File: config.mk
export PLATFORM = sky130hd
export DESIGN_NAME = bank_write_ctrl
export DESIGN_NICKNAME = d
export VERILOG_FILES = /design/src/rtl/bank_write_ctrl.sv
export SDC_FILE = /design/constraint.sdc
export NUM_CORES = 1
export LEC_CHECK = 0
export BUFFER_PORTS_ARGS = -buffer_cell sky130_fd_sc_hd__buf_4
export CAP_MARGIN = 5
export CORE_MARGIN = 1.5
export CORE_UTILIZATION = 40
export DETAILED_ROUTE_END_ITERATION = 10
export PLACE_DENSITY = 0.6
export SLEW_MARGIN = 20
export SYNTH_ARGS = -nofsm -noshare
export SYNTH_HDL_FRONTEND = slang
export SYNTH_SLANG_ARGS = --single-unit
File: constraint.sdc
create_clock -name clk -period 2.4 [get_ports clk]
set_clock_uncertainty 0.2 [all_clocks]
set_input_delay 0.12 -clock clk [delete_from_list [all_inputs] [get_ports clk]]
set_output_delay 0.12 -clock clk [all_outputs]
set_load 0.02 [all_outputs]
File: src/rtl/bank_write_ctrl.sv
// Keypad-driven write controller for a small colour register bank: select a cell,
// pick a colour, or sweep the whole bank to a fixed colour.
module bank_write_ctrl #(
    parameter int unsigned ADDR_W      = 4,
    parameter int unsigned DATA_W      = 3,
    parameter int unsigned CLEAR_COLOR = 0,
    parameter int unsigned TIMEOUT     = 50_000_000
) (
    input  logic              clk,
    input  logic              rst,
    input  logic [3:0]        key_pos,
    input  logic              key_valid,
    input  logic              clr_req,
    output logic [ADDR_W-1:0] wr_addr,
    output logic [DATA_W-1:0] wr_data,
    output logic              wr_en,
    output logic [ADDR_W-1:0] sel_addr,
    output logic              sel_active,
    output logic              busy
);

    localparam int unsigned       TMO_W      = (TIMEOUT > 2) ? $clog2(TIMEOUT) : 1;
    localparam logic [TMO_W-1:0]  TMO_LAST   = TMO_W'(TIMEOUT - 1);
    localparam logic [ADDR_W-1:0] SWEEP_LAST = '1;

    typedef enum logic [1:0] {
        S_IDLE  = 2'd0,
        S_SEL   = 2'd1,
        S_WRITE = 2'd2,
        S_CLEAR = 2'd3
    } state_e;

    state_e            state_q, state_d;
    logic              key_q, clr_q, armed_q;
    logic              key_ev, clr_ev;
    logic [TMO_W-1:0]  tmo_q, tmo_d;
    logic [ADDR_W-1:0] sweep_q, sweep_d;
    logic [ADDR_W-1:0] sel_addr_q, sel_addr_d;
    logic [ADDR_W-1:0] wr_addr_q, wr_addr_d;
    logic [DATA_W-1:0] colour_q, colour_d;
    logic [DATA_W-1:0] wr_data_q, wr_data_d;
    logic              wr_en_q, wr_en_d;
    logic              sel_active_q, sel_active_d;
    logic              busy_q, busy_d;

    // armed_q masks the first cycle after reset so a key held through reset is not a press
    assign key_ev = armed_q & key_valid & ~key_q;
    assign clr_ev = armed_q & clr_req & ~clr_q;

    // State, datapath and output registers
    always_ff @(posedge clk) begin
        if (rst) begin
            state_q      <= S_IDLE;
            key_q        <= 1'b0;
            clr_q        <= 1'b0;
            armed_q      <= 1'b0;
            tmo_q        <= '0;
            sweep_q      <= '0;
            sel_addr_q   <= '0;
            colour_q     <= '0;
            wr_addr_q    <= '0;
            wr_data_q    <= '0;
            wr_en_q      <= 1'b0;
            sel_active_q <= 1'b0;
            busy_q       <= 1'b0;
        end else begin
            state_q      <= state_d;
            key_q        <= key_valid;
            clr_q        <= clr_req;
            armed_q      <= 1'b1;
            tmo_q        <= tmo_d;
            sweep_q      <= sweep_d;
            sel_addr_q   <= sel_addr_d;
            colour_q     <= colour_d;
            wr_addr_q    <= wr_addr_d;
            wr_data_q    <= wr_data_d;
            wr_en_q      <= wr_en_d;
            sel_active_q <= sel_active_d;
            busy_q       <= busy_d;
        end
    end

    // Next-state logic; a clear request outranks any key in the same cycle
    always_comb begin
        state_d = state_q;
        case (state_q)
            S_IDLE: begin
                if (clr_ev) begin
                    state_d = S_CLEAR;
                end else if (key_ev) begin
                    state_d = S_SEL;
                end else begin
                    state_d = S_IDLE;
                end
            end
            S_SEL: begin
                if (clr_ev) begin
                    state_d = S_CLEAR;
                end else if (key_ev && !key_pos[3]) begin
                    state_d = S_WRITE;
                end else if (key_ev && (key_pos == 4'hF)) begin
                    state_d = S_IDLE;
                end else if (tmo_q == TMO_LAST) begin
                    state_d = S_IDLE;
                end else begin
                    state_d = S_SEL;
                end
            end
            S_WRITE: begin
                if (clr_ev) begin
                    state_d = S_CLEAR;
                end else begin
                    state_d = S_IDLE;
                end
            end
            S_CLEAR: begin
                if (sweep_q == SWEEP_LAST) begin
                    state_d = S_IDLE;
                end else begin
                    state_d = S_CLEAR;
                end
            end
            default: state_d = S_IDLE;
        endcase
    end

    // Output and datapath next values, registered so outputs line up with the state they describe
    always_comb begin
        sel_addr_d   = sel_addr_q;
        colour_d     = colour_q;
        wr_addr_d    = wr_addr_q;
        wr_data_d    = wr_data_q;
        tmo_d        = '0;
        sweep_d      = '0;
        wr_en_d      = 1'b0;
        sel_active_d = (state_d == S_SEL);
        busy_d       = (state_d == S_CLEAR);

        if ((state_q == S_IDLE) && (state_d == S_SEL)) begin
            sel_addr_d = key_pos[ADDR_W-1:0];
        end else begin
            sel_addr_d = sel_addr_q;
        end

        if ((state_q == S_SEL) && (state_d == S_SEL)) begin
            tmo_d = tmo_q + TMO_W'(1);
        end else begin
            tmo_d = '0;
        end

        case (state_d)
            S_WRITE: begin
                colour_d  = key_pos[DATA_W-1:0];
                wr_en_d   = 1'b1;
                wr_addr_d = sel_addr_q;
                wr_data_d = key_pos[DATA_W-1:0];
            end
            S_CLEAR: begin
                // Sweep counter restarts at zero on entry and stops at the last address
                if (state_q == S_CLEAR) begin
                    sweep_d = sweep_q + ADDR_W'(1);
                end else begin
                    sweep_d = '0;
                end
                wr_en_d   = 1'b1;
                wr_addr_d = sweep_d;
                wr_data_d = DATA_W'(CLEAR_COLOR);
            end
            default: begin
                wr_en_d = 1'b0;
            end
        endcase
    end

    assign wr_addr    = wr_addr_q;
    assign wr_data    = wr_data_q;
    assign wr_en      = wr_en_q;
    assign sel_addr   = sel_addr_q;
    assign sel_active = sel_active_q;
    assign busy       = busy_q;

endmodule

==> impl_metrics.py <==
metrics = {
    "synth": {
        "synth_commonest_cells": "dfxtp_1 (48), nor2_1 (42), xor2_1 (15)",
        "ys_ff_latch": 48,
        "async_reset_ff_share_pct": 0,
        "yosysMostFrequentCell": "dfxtp_1",
        "yosys.cell_types.count": 36,
        "ys.flop_type": "dfxtp_1",
        "ys_seq_area_share_pct": 48.1,
        "synth_cells": 210,
        "ys_top_cells_by_area": "dfxtp_1 (48%), nor2_1 (7.9%), xor2_1 (6.6%)",
        "yosysWarnings": 0,
        "synth_edf_count": 0,
        "syn_nets": 220,
        "syn_area_per_cell_um2": 9.52,
        "synth_area_mm2": 0.00200,
        "yosysTopAreaCellShare_pct": 48.1,
        "yosys.area.top_type": "dfxtp_1",
    },
    "timing": {
        "fin_crit_sh_pct": 92.4,
        "fin_crit_ns": 2.22,
        "tns_ns": 0,
        "timing.fmax_mhz": 451,
        "rsz0062_at_grt": "no",
        "max_slew_margin_pct": 68.4,
        "setup_violations": 0,
        "drv_slew": 0,
        "tightest_slew_ns": 0.472,
        "hold_violations": 0,
    },
    "cts": {
        "cts_root_buf": "clkbuf_8",
        "cts.sinks": 48,
        "cts_tree": "yes",
        "cts_buffers": 5,
        "clock_path_buffers": 2,
        "htreeDepth": 2,
        "insertion_delay_ns": 0.30,
        "cts.clk_slew.worst_paths_ns": 0.08,
        "post_cts_buffers": 0,
    },
    "layout": {
        "diodes": 0,
        "drive_above_1_share_pct": 15.5,
        "nets": 254,
        "area_growth_pct": 21.7,
        "finalNonFillerCells": 312,
    },
    "global_routing": {
        "grt_pass1_vias": 1408,
        "grt_antenna_before_repair": 0,
        "grt_pass1_wl_mm": 6.63,
        "grt_overflow": 0,
        "grt_max_degree": 27,
        "grt_usage_pct": 16.4,
    },
    "route": {
        "antenna_left": 0,
        "vias": 1509,
        "drt_wl_total_mm": 3.82,
        "drc": 0,
        "drt_iter0_drc": 71,
        "first_pass_iters": 4,
        "routed_via_density": 4.84,
        "drt-wirelength-per-cell_um": 12.3,
    },
    "critical_path": {
        "cp-end-kind": "flip-flop",
        "timing.rr.start": "sweep_q[0]$_SDFF_PP0_",
        "cp-startpoint": "sweep_q[0]$_SDFF_PP0_",
        "r2r_cells": 6,
        "crit_fanout": 3,
        "cp-endpoint": "sel_active$_SDFF_PP0_",
        "cp.arrival_ns": 2.20,
        "start_kind": "flip-flop",
        "crit_type": "flip-flop to flip-flop",
        "required_ns": 2.38,
        "r2r_setup_slack_ns": 0.18,
        "r2r-end": "sel_active$_SDFF_PP0_",
    },
    "place": {
        "numPlacedInstances": 295,
        "place_congestion": 0.714,
        "dp_hpwl_mm": 2.64,
        "port_buffers": 21,
    },
    "floorplan": {
        "boundaryPins": 22,
        "rows": 25,
        "start_util_pct": 42.1,
        "die_x_um": 73.7,
        "core_mm2": 0.00475,
        "fp.dieH_um": 73.7,
        "dieArea_mm2": 0.00543,
    },
    "pwr": {
        "power.leakage_uw": 0.000884,
        "cellPowerDensity_mw_per_mm2": 584,
        "vdd_ir_drop_max_v": 0.000285,
    },
    "hold_path": {
        "min_path_type": "flip-flop to flip-flop",
        "min-delay-start": "sweep_q[0]$_SDFF_PP0_",
    },
    "job": {
        "drv_cap": 0,
    },
    "outcome": {
        "outcome": "complete, no violations",
    },
}
## per-stage QoR
step	setup slack, ns	instance area (um2)	total power (uW)	utilization, %	hold slack (ns)
finish	0.183	2430	1420	51.2	0.276
global route	0.0691	2430	1490	51.2	0.300
CTS	0.200	2430	1440	51.1	0.279
detailed placement	0.218	2250	928	47.3	0.156
global placement	0.267	2250	927	47.3	0.148
floorplan	0.395	2000	888	-	0.00969
## flip-flops by register name, summed over array words and instances, names as in the netlist, 2 cells and up
register  flops
tmo_q        26
sel_addr      4
sweep_q       4
wr_addr       4
wr_data       3
state_q       2
## logic make-up after synthesis
group / count (synthesis) / share of synthesized area (%)
AND/OR/NAND/NOR: 103 / 27.3
buffers and inverters: 11 / 2.38
AO/OA/AOI/OAI: 16 / 7.57
flip-flops: 48 / 48.1
adder cells (fa/ha/maj): 2 / 1.25
XOR/XNOR: 26 / 11.4
multiplexers: 4 / 2.00
## worst max-delay path, cell delays in order (launching register included)
cell and delay (ns):
dfxtp_1 0.33, ha_1 0.23, and4_1 0.24, o21bai_1 0.16, a22oi_1 0.38, nand2_1 0.17
a2111oi_0 0.40
## how the worst min path moves through the flow
stage                                  to  slack, ns  cells past startpoint
floorplan                 busy$_SDFF_PP0_       0.01                      1
global placement         clr_q$_SDFF_PP0_       0.15                      2
detailed placement       clr_q$_SDFF_PP0_       0.16                      2
CTS                 sweep_q[0]$_SDFF_PP0_       0.28                      1
global route        sweep_q[0]$_SDFF_PP0_       0.30                      1
finish              sweep_q[0]$_SDFF_PP0_       0.28                      1
## layout by cell type, fill, tap and decap left out, types with 2 or more instances in the layout
master	instances
mux2i_1	4
dfxtp_1	48
xnor2_1	11
a221o_1	4
buf_4	23
nor2_1	42
nand2_1	11
a22o_1	3
xor2_1	15
inv_1	5
clkbuf_8	6
and3_1	5
dlygate4sd3_1	9
nor4_1	4
ha_1	2
nand4_2	2
a2111oi_0	2
nand4_1	4
a211oi_1	2
nor3_1	3
nand3_1	14
and4_1	2
nor2b_1	7
## routing by layer
metal  global-route usage (%)  vias to the layer above  wire [um]
li1                         -                      803          -
met1                     22.0                      682       1930
met2                     24.2                       20       1730
met3                     4.94                        4        107
met4                     7.41                        0         53
met5                        0                        -          0
## power by group
part	leakage (uW)	switching [uW]	internal [uW]
registers	0.000388	12.4	808
clock network	0.0000445	267	234
logic	0.000451	53.0	46.6
total	0.000884	332	1090
## cell type report
cell class              instances  area, um2
multi-input cells             151        992
clock buffers                   7       86.3
inverters                       5       18.8
clock inverters                 1       7.51
fillers                       463       2320
repair buffers                 33        283
well taps                      67       83.8
flip-flops and latches         48        961
## timing repair
action | 4_1_cts | 5_1_grt
hold endpoints to repair | 14 | 0
resized for setup | 0 | 1
hold buffers | 9 | 0
setup endpoints to repair | 0 | 2
No activity file was read; power rests on OpenSTA's default activity.
